===== src/rtl/truth_table_sweeper_if.sv =====
// ============================================================================
// truth_table_sweeper_if : host/gate-side signal bundle of the sweeper
// Revision: 1.0
// ============================================================================
`default_nettype none

interface truth_table_sweeper_if;
  logic       start;
  logic       abort;
  logic       dut_out;
  logic       dut_in1;
  logic       dut_in2;
  logic       dut_in3;
  logic       busy;
  logic       done;
  logic [7:0] result;
  logic       pass;
  logic [3:0] mismatch_count;

  // master = host plus the gate under test, slave = the sweeper itself
  modport master (
    output start, abort, dut_out,
    input  dut_in1, dut_in2, dut_in3, busy, done, result, pass, mismatch_count
  );

  modport slave (
    input  start, abort, dut_out,
    output dut_in1, dut_in2, dut_in3, busy, done, result, pass, mismatch_count
  );
endinterface

`default_nettype wire


===== src/rtl/truth_table_sweeper.sv =====
// ============================================================================
// truth_table_sweeper : steps a 3-input gate through all combinations,
//                       captures its truth table and compares to EXPECTED
// Revision: 1.0
// ============================================================================
`default_nettype none

module truth_table_sweeper #(
  parameter int         SETTLE_CYCLES = 4,
  parameter logic [7:0] EXPECTED      = 8'hE1
) (
  input  wire logic               clk,
  input  wire logic               rst,
  truth_table_sweeper_if.slave    sweep_if
);

  localparam logic [7:0] C_SETTLE = 8'(SETTLE_CYCLES);

  typedef enum logic [1:0] {
    ST_IDLE  = 2'd0,
    ST_APPLY = 2'd1,
    ST_DONE  = 2'd2
  } state_t;

  state_t     state_q, state_d;
  logic [2:0] k_q, k_d;
  logic [7:0] cnt_q, cnt_d;
  logic [7:0] result_q, result_d;
  logic       pass_q, pass_d;
  logic [3:0] mm_q, mm_d;
  logic [2:0] din_q, din_d;
  logic       busy_q, busy_d;
  logic       done_q, done_d;
  logic [7:0] w_result_cap;

  function automatic logic [3:0] popcount8(input logic [7:0] v);
    logic [3:0] n;
    n = 4'd0;
    for (int i = 0; i < 8; i++) begin
      n = n + {3'b000, v[i]};
    end
    return n;
  endfunction

  always_comb begin
    state_d  = state_q;
    k_d      = k_q;
    cnt_d    = cnt_q;
    result_d = result_q;
    pass_d   = pass_q;
    mm_d     = mm_q;

    // Result word with the bit for the current combination filled in
    w_result_cap             = result_q;
    w_result_cap[3'd7 - k_q] = sweep_if.dut_out;

    case (state_q)
      ST_IDLE, ST_DONE: begin
        k_d   = 3'd0;
        cnt_d = 8'd0;
        if (sweep_if.abort) begin
          state_d  = ST_IDLE;
          result_d = 8'h00;
          pass_d   = 1'b0;
          mm_d     = 4'd0;
        end else if (sweep_if.start) begin
          state_d  = ST_APPLY;
          result_d = 8'h00;
          pass_d   = 1'b0;
          mm_d     = 4'd0;
        end else begin
          state_d  = ST_IDLE;
        end
      end

      ST_APPLY: begin
        if (sweep_if.abort) begin
          state_d  = ST_IDLE;
          k_d      = 3'd0;
          cnt_d    = 8'd0;
          result_d = 8'h00;
          pass_d   = 1'b0;
          mm_d     = 4'd0;
        end else if (cnt_q == C_SETTLE) begin
          result_d = w_result_cap;
          cnt_d    = 8'd0;
          if (k_q == 3'd7) begin
            state_d = ST_DONE;
            pass_d  = (w_result_cap == EXPECTED);
            mm_d    = popcount8(w_result_cap ^ EXPECTED);
          end else begin
            k_d = k_q + 3'd1;
          end
        end else begin
          cnt_d = cnt_q + 8'd1;
        end
      end

      default: begin
        state_d  = ST_IDLE;
        k_d      = 3'd0;
        cnt_d    = 8'd0;
        result_d = 8'h00;
        pass_d   = 1'b0;
        mm_d     = 4'd0;
      end
    endcase

    // Outputs are registered from the next state so they change with the edge
    busy_d = (state_d == ST_APPLY);
    done_d = (state_d == ST_DONE);
    din_d  = busy_d ? k_d : 3'b000;
  end

  always_ff @(posedge clk) begin
    if (rst) begin
      state_q  <= ST_IDLE;
      k_q      <= 3'd0;
      cnt_q    <= 8'd0;
      result_q <= 8'h00;
      pass_q   <= 1'b0;
      mm_q     <= 4'd0;
      din_q    <= 3'b000;
      busy_q   <= 1'b0;
      done_q   <= 1'b0;
    end else begin
      state_q  <= state_d;
      k_q      <= k_d;
      cnt_q    <= cnt_d;
      result_q <= result_d;
      pass_q   <= pass_d;
      mm_q     <= mm_d;
      din_q    <= din_d;
      busy_q   <= busy_d;
      done_q   <= done_d;
    end
  end

  assign sweep_if.dut_in1        = din_q[2];
  assign sweep_if.dut_in2        = din_q[1];
  assign sweep_if.dut_in3        = din_q[0];
  assign sweep_if.busy           = busy_q;
  assign sweep_if.done           = done_q;
  assign sweep_if.result         = result_q;
  assign sweep_if.pass           = pass_q;
  assign sweep_if.mismatch_count = mm_q;

endmodule

`default_nettype wire

===== src/flat_wrapper.sv =====
// flat-port wrapper written by rule: the top's interface ports become plain ports
module truth_table_sweeper_flat 
#(
  parameter int         SETTLE_CYCLES = 4,
  parameter logic [7:0] EXPECTED      = 8'hE1
)
  (clk, rst, sweep_if_start, sweep_if_abort, sweep_if_dut_out, sweep_if_dut_in1, sweep_if_dut_in2, sweep_if_dut_in3, sweep_if_busy, sweep_if_done, sweep_if_result, sweep_if_pass, sweep_if_mismatch_count);
  truth_table_sweeper_if sweep_if_i ();
  input  wire logic clk;
  input  wire logic rst;
  input wire logic [$bits(sweep_if_i.start)-1:0] sweep_if_start;
  input wire logic [$bits(sweep_if_i.abort)-1:0] sweep_if_abort;
  input wire logic [$bits(sweep_if_i.dut_out)-1:0] sweep_if_dut_out;
  output wire logic [$bits(sweep_if_i.dut_in1)-1:0] sweep_if_dut_in1;
  output wire logic [$bits(sweep_if_i.dut_in2)-1:0] sweep_if_dut_in2;
  output wire logic [$bits(sweep_if_i.dut_in3)-1:0] sweep_if_dut_in3;
  output wire logic [$bits(sweep_if_i.busy)-1:0] sweep_if_busy;
  output wire logic [$bits(sweep_if_i.done)-1:0] sweep_if_done;
  output wire logic [$bits(sweep_if_i.result)-1:0] sweep_if_result;
  output wire logic [$bits(sweep_if_i.pass)-1:0] sweep_if_pass;
  output wire logic [$bits(sweep_if_i.mismatch_count)-1:0] sweep_if_mismatch_count;
  assign sweep_if_i.start = sweep_if_start;
  assign sweep_if_i.abort = sweep_if_abort;
  assign sweep_if_i.dut_out = sweep_if_dut_out;
  assign sweep_if_dut_in1 = sweep_if_i.dut_in1;
  assign sweep_if_dut_in2 = sweep_if_i.dut_in2;
  assign sweep_if_dut_in3 = sweep_if_i.dut_in3;
  assign sweep_if_busy = sweep_if_i.busy;
  assign sweep_if_done = sweep_if_i.done;
  assign sweep_if_result = sweep_if_i.result;
  assign sweep_if_pass = sweep_if_i.pass;
  assign sweep_if_mismatch_count = sweep_if_i.mismatch_count;
  truth_table_sweeper #(.SETTLE_CYCLES(SETTLE_CYCLES), .EXPECTED(EXPECTED)) u_core (.clk(clk), .rst(rst), .sweep_if(sweep_if_i));
endmodule

===== config.mk =====
export PLATFORM = sky130hd
export DESIGN_NAME = truth_table_sweeper_flat
export DESIGN_NICKNAME = d
export VERILOG_FILES = /design/src/rtl/truth_table_sweeper_if.sv /design/src/rtl/truth_table_sweeper.sv /design/src/flat_wrapper.sv
export SDC_FILE = /design/constraint.sdc
export NUM_CORES = 1
export LEC_CHECK = 0
export BUFFER_PORTS_ARGS = -buffer_cell sky130_fd_sc_hd__buf_2
export CORE_ASPECT_RATIO = 0.8
export CORE_MARGIN = 3
export CORE_UTILIZATION = 45
export DETAILED_ROUTE_END_ITERATION = 8
export GPL_TIMING_DRIVEN = 0
export PLACE_DENSITY = 0.65
export SLEW_MARGIN = 5
export SYNTH_ARGS = -nofsm -noshare
export SYNTH_HDL_FRONTEND = slang
export SYNTH_SLANG_ARGS = --single-unit

===== constraint.sdc =====
create_clock -name clk -period 3.5 [get_ports clk]
set_input_delay 0.175 -clock clk [delete_from_list [all_inputs] [get_ports clk]]
set_output_delay 0.175 -clock clk [all_outputs]
set_load 0.02 [all_outputs]

==> impl_metrics.toml <==
[placement]
portBuffers = 21
place_hpwl_um = 2663
gp_congestion = 0.9032

[die]
ios = 23
initial_utilization_pct = 47.66
dieArea_mm2 = 0.004444
std_cell_rows = 19
coreArea_mm2 = 0.003471
die_h_um = 60.23
die_w_um = 73.79

[global_route]
first_global_vias = 1390
grt_max_degree = 11
antenna_found_initial = 0
grt_first_pass_wirelength_um = 6396
track_usage_pct = 19.34
grt_overflow = 0

[power]
switching_share_pct = 22.51
clock_power_share_pct = 41.7
power.leakage_nw = 0.9508
switchingPower_w = 0.0001511
ir_drop_mv = 0.2389
power.internal_w = 0.0005200
p_comb_share_pct = 5.5
pwr-share-seq_pct = 52.8
p_total_w = 0.0006711
powerDensity_mw_per_mm2 = 320.2

[clock_tree]
htree_levels = 2
numCtsBuffers = 5
clk_path_buf_depth = 2
root_buffer = "clkbuf_8"
clk_latency_ns = 0.28
clk_pin_slew_ns = 0.06
cts_tree = "built"
cts_sinks = 31

[critical_path]
slowest_delay_ns = 0.50
r2r_cells = 12
end_kind = "flip-flop"
r2r_slack_ns = 0.12
critPathLaunch = "u_core.k_q[0]$_SDFF_PP0_"
critPathRequiredTime_ns = 3.65
cp_cell_sequence = "buf_6 -> nand3b_1 -> mux2i_2 -> ha_4 -> fa_1 -> fa_1 -> inv_1 -> fa_2 -> inv_2 -> fa_1 -> a22oi_1 -> nor2_1"
crit_path_top_delay_cell = "fa_1"
cp_common_cell = "fa_1"
rr_startpoint = "u_core.k_q[0]$_SDFF_PP0_"
critPathLaunchType = "flip-flop"
cp_max_fo = 5
critical_path_class = "flip-flop to flip-flop"
reg2reg_to = "u_core.sweep_if.mismatch_count[1]$_SDFFE_PP0P_"
arrival_ns = 3.54

[synthesis]
ys_ff_latch = 31
ys_warn_count = 0
netlist_area_mm2 = 0.001654
synth_cell_types = 39
synthCells = 177
ys_seq_area_share_pct = 37.52
avgSynthCellArea_um2 = 9.345
syn_nets = 193

[worst_hold_path]
min_path_cells = 2
min_to = "u_core.sweep_if.result[3]$_SDFFE_PP0P_"
hp-start = "rst"
hp-class = "input pin to flip-flop"

[timing]
finalCritPeriodShare_pct = 96.60
tightest_slew_ns = 0.5091
period_needed_ns = 3.381
max_freq_mhz = 295.8
whs_ns = 0.1363
hold_viol = 0
setup_viol = 0
skew_ns = 0.003069
rsz0062_at_grt = "false"
tns_ns = 0
slew_violations = 0
slew_headroom_pct = 65.91

[detailed_routing]
via_count = 1438
vias_per_cell = 5.406
dr.pass1.iters = 4
routed_wl_um = 4064
postRouteAntennaNets = 0
drt_iter0_drc = 105
drc_errors = 0
wire_per_inst_um = 15.28

[cells_and_area]
nets = 240
antenna_cells = 0
drive_gt1_share_pct = 34.82
area_growth_pct = 26.70
fillers = 296

[run]
maxCapViolations = 0

[run_status]
status = "completed"
## logic make-up after synthesis
logic type / synth area share (%)
AND/OR/NAND/NOR: 25.11
flip-flops: 37.52
AO/OA/AOI/OAI: 8.699
multiplexers: 9.455
buffers and inverters: 4.841
adder cells (fa/ha/maj): 10.14
XOR/XNOR: 4.236
## critical path: cells and delay by family, from the launching register on
kind | cells | cell delay (ns)
fa+ha+maj | 5 | 1.98
compound gates | 1 | 0.16
flops | 1 | 0.35
mux | 1 | 0.28
buf+inv | 3 | 0.25
simple gates | 2 | 0.26
## worst max-delay path by stage
stage	endpoint	slack (ns)	cells after the start
floorplan	u_core.sweep_if.mismatch_count[1]$_SDFFE_PP0P_	0.003	13
global placement	u_core.sweep_if.mismatch_count[1]$_SDFFE_PP0P_	-0.21	13
detailed placement	u_core.sweep_if.mismatch_count[1]$_SDFFE_PP0P_	-0.28	13
CTS	u_core.sweep_if.mismatch_count[1]$_SDFFE_PP0P_	0.01	13
global route	u_core.sweep_if.mismatch_count[2]$_SDFFE_PP0P_	0.01	13
finish	u_core.sweep_if.mismatch_count[1]$_SDFFE_PP0P_	0.12	12
## per-stage QoR
stage,worst slack [ns],util (%),cells,cell area (um2)
floorplan,0.003114,-,177,1654
global placement,-0.2136,52.20,240,1812
detailed placement,-0.2813,52.20,240,1812
CTS,0.01360,58.94,263,2046
global route,0.01494,60.38,266,2096
finish,0.1191,60.38,266,2096
## synthesized netlist by cell type
cell	instances	share of area (%)
a21oi_1	9	2.7
or4_1	1	0.45
mux2_2	3	2.0
o21a_1	1	0.45
nor3b_1	4	1.8
nand2_1	8	1.8
nand2b_1	4	1.5
or3_1	1	0.38
fa_1	4	4.8
a22oi_1	2	0.91
a21o_1	1	0.45
nand4_1	1	0.38
clkbuf_1	1	0.23
buf_2	2	0.61
mux2i_4	1	1.4
buf_6	2	1.4
buf_4	1	0.45
and4bb_2	1	0.76
a21oi_2	1	0.53
a2bb2oi_1	1	0.53
a21bo_2	1	0.61
or2_2	1	0.38
a32oi_1	3	1.6
nor2_1	34	7.7
mux2i_1	10	6.1
and3_1	3	1.1
and2_2	1	0.45
ha_1	7	5.3
nand3b_4	1	1.2
clkbuf_8	1	0.83
xor2_1	4	2.1
nand3_1	7	2.1
nor3b_2	3	2.3
o21ai_0	3	0.91
nor3_1	6	1.8
nand3b_1	2	0.91
dfxtp_1	31	38
inv_1	6	1.4
xnor2_1	4	2.1
## repair_timing
item,CTS,global route
gates resized for setup,9,6
pin swaps,2,5
hold buffers,0,0
endpoints found under the setup margin,2,2
setup buffers,16,3
## state kept, by name, summed over array words and instances (netlist names)
name                            cells
u_core.cnt_q                        8
u_core.din_q                        3
u_core.k_q                          3
u_core.state_q                      2
u_core.sweep_if.busy                1
u_core.sweep_if.done                1
u_core.sweep_if.mismatch_count      4
u_core.sweep_if.pass                1
u_core.sweep_if.result              8
## placed cells by master (no fill, tap or decap), types with 2 or more instances in the layout
cell type and instances:
buf_6 3, a21oi_1 9, buf_2 23, mux2i_1 7, clkbuf_8 7, nand3b_1 2
nand3_1 6, xnor2_1 4, ha_1 6, a32oi_1 3, fa_1 3, a22oi_1 2
inv_1 5, xor2_1 4, mux2i_2 3, nor2_1 34, nand2b_1 4, dfxtp_1 28
nor3b_2 4, nand2_1 8, and3_1 3, dfxtp_4 2, buf_4 19, mux2_2 3
o21ai_0 3, nor3b_1 3, nor3_1 5
## layer usage
layer | GRT usage [%] | vias to the layer above | wire, um
met5 | 0 | - | 0
met1 | 25.26 | 682 | 1809
met3 | 5.042 | 10 | 266
li1 | - | 697 | -
met2 | 30.93 | 49 | 1915
met4 | 6.718 | 0 | 73
## power by group through the flow
stage	clock [W]	sequential (W)	combinational (W)
finish	0.000280	0.000354	0.0000372
global route	0.000306	0.000354	0.0000403
CTS	0.000287	0.000355	0.0000364
detailed placement	0	0.000363	0.0000357
global placement	0	0.000363	0.0000346
floorplan	0	0.000364	0.0000236
## cell type report
| class | instances | area (um2) | share of cell area, % |
|---|---|---|---|
| Buffer | 7 | 61.31 | 2.925 |
| Clock buffer | 6 | 82.58 | 3.940 |
| Clock inverter | 1 | 5.005 | 0.2388 |
| Inverter | 6 | 22.52 | 1.075 |
| Multi-Input combinational cell | 133 | 994.7 | 47.46 |
| Sequential cell | 31 | 629.4 | 30.03 |
| Tap cell | 42 | 52.55 | 2.507 |
| Timing Repair Buffer | 40 | 247.7 | 11.82 |
(Power assumes the default switching activity.)
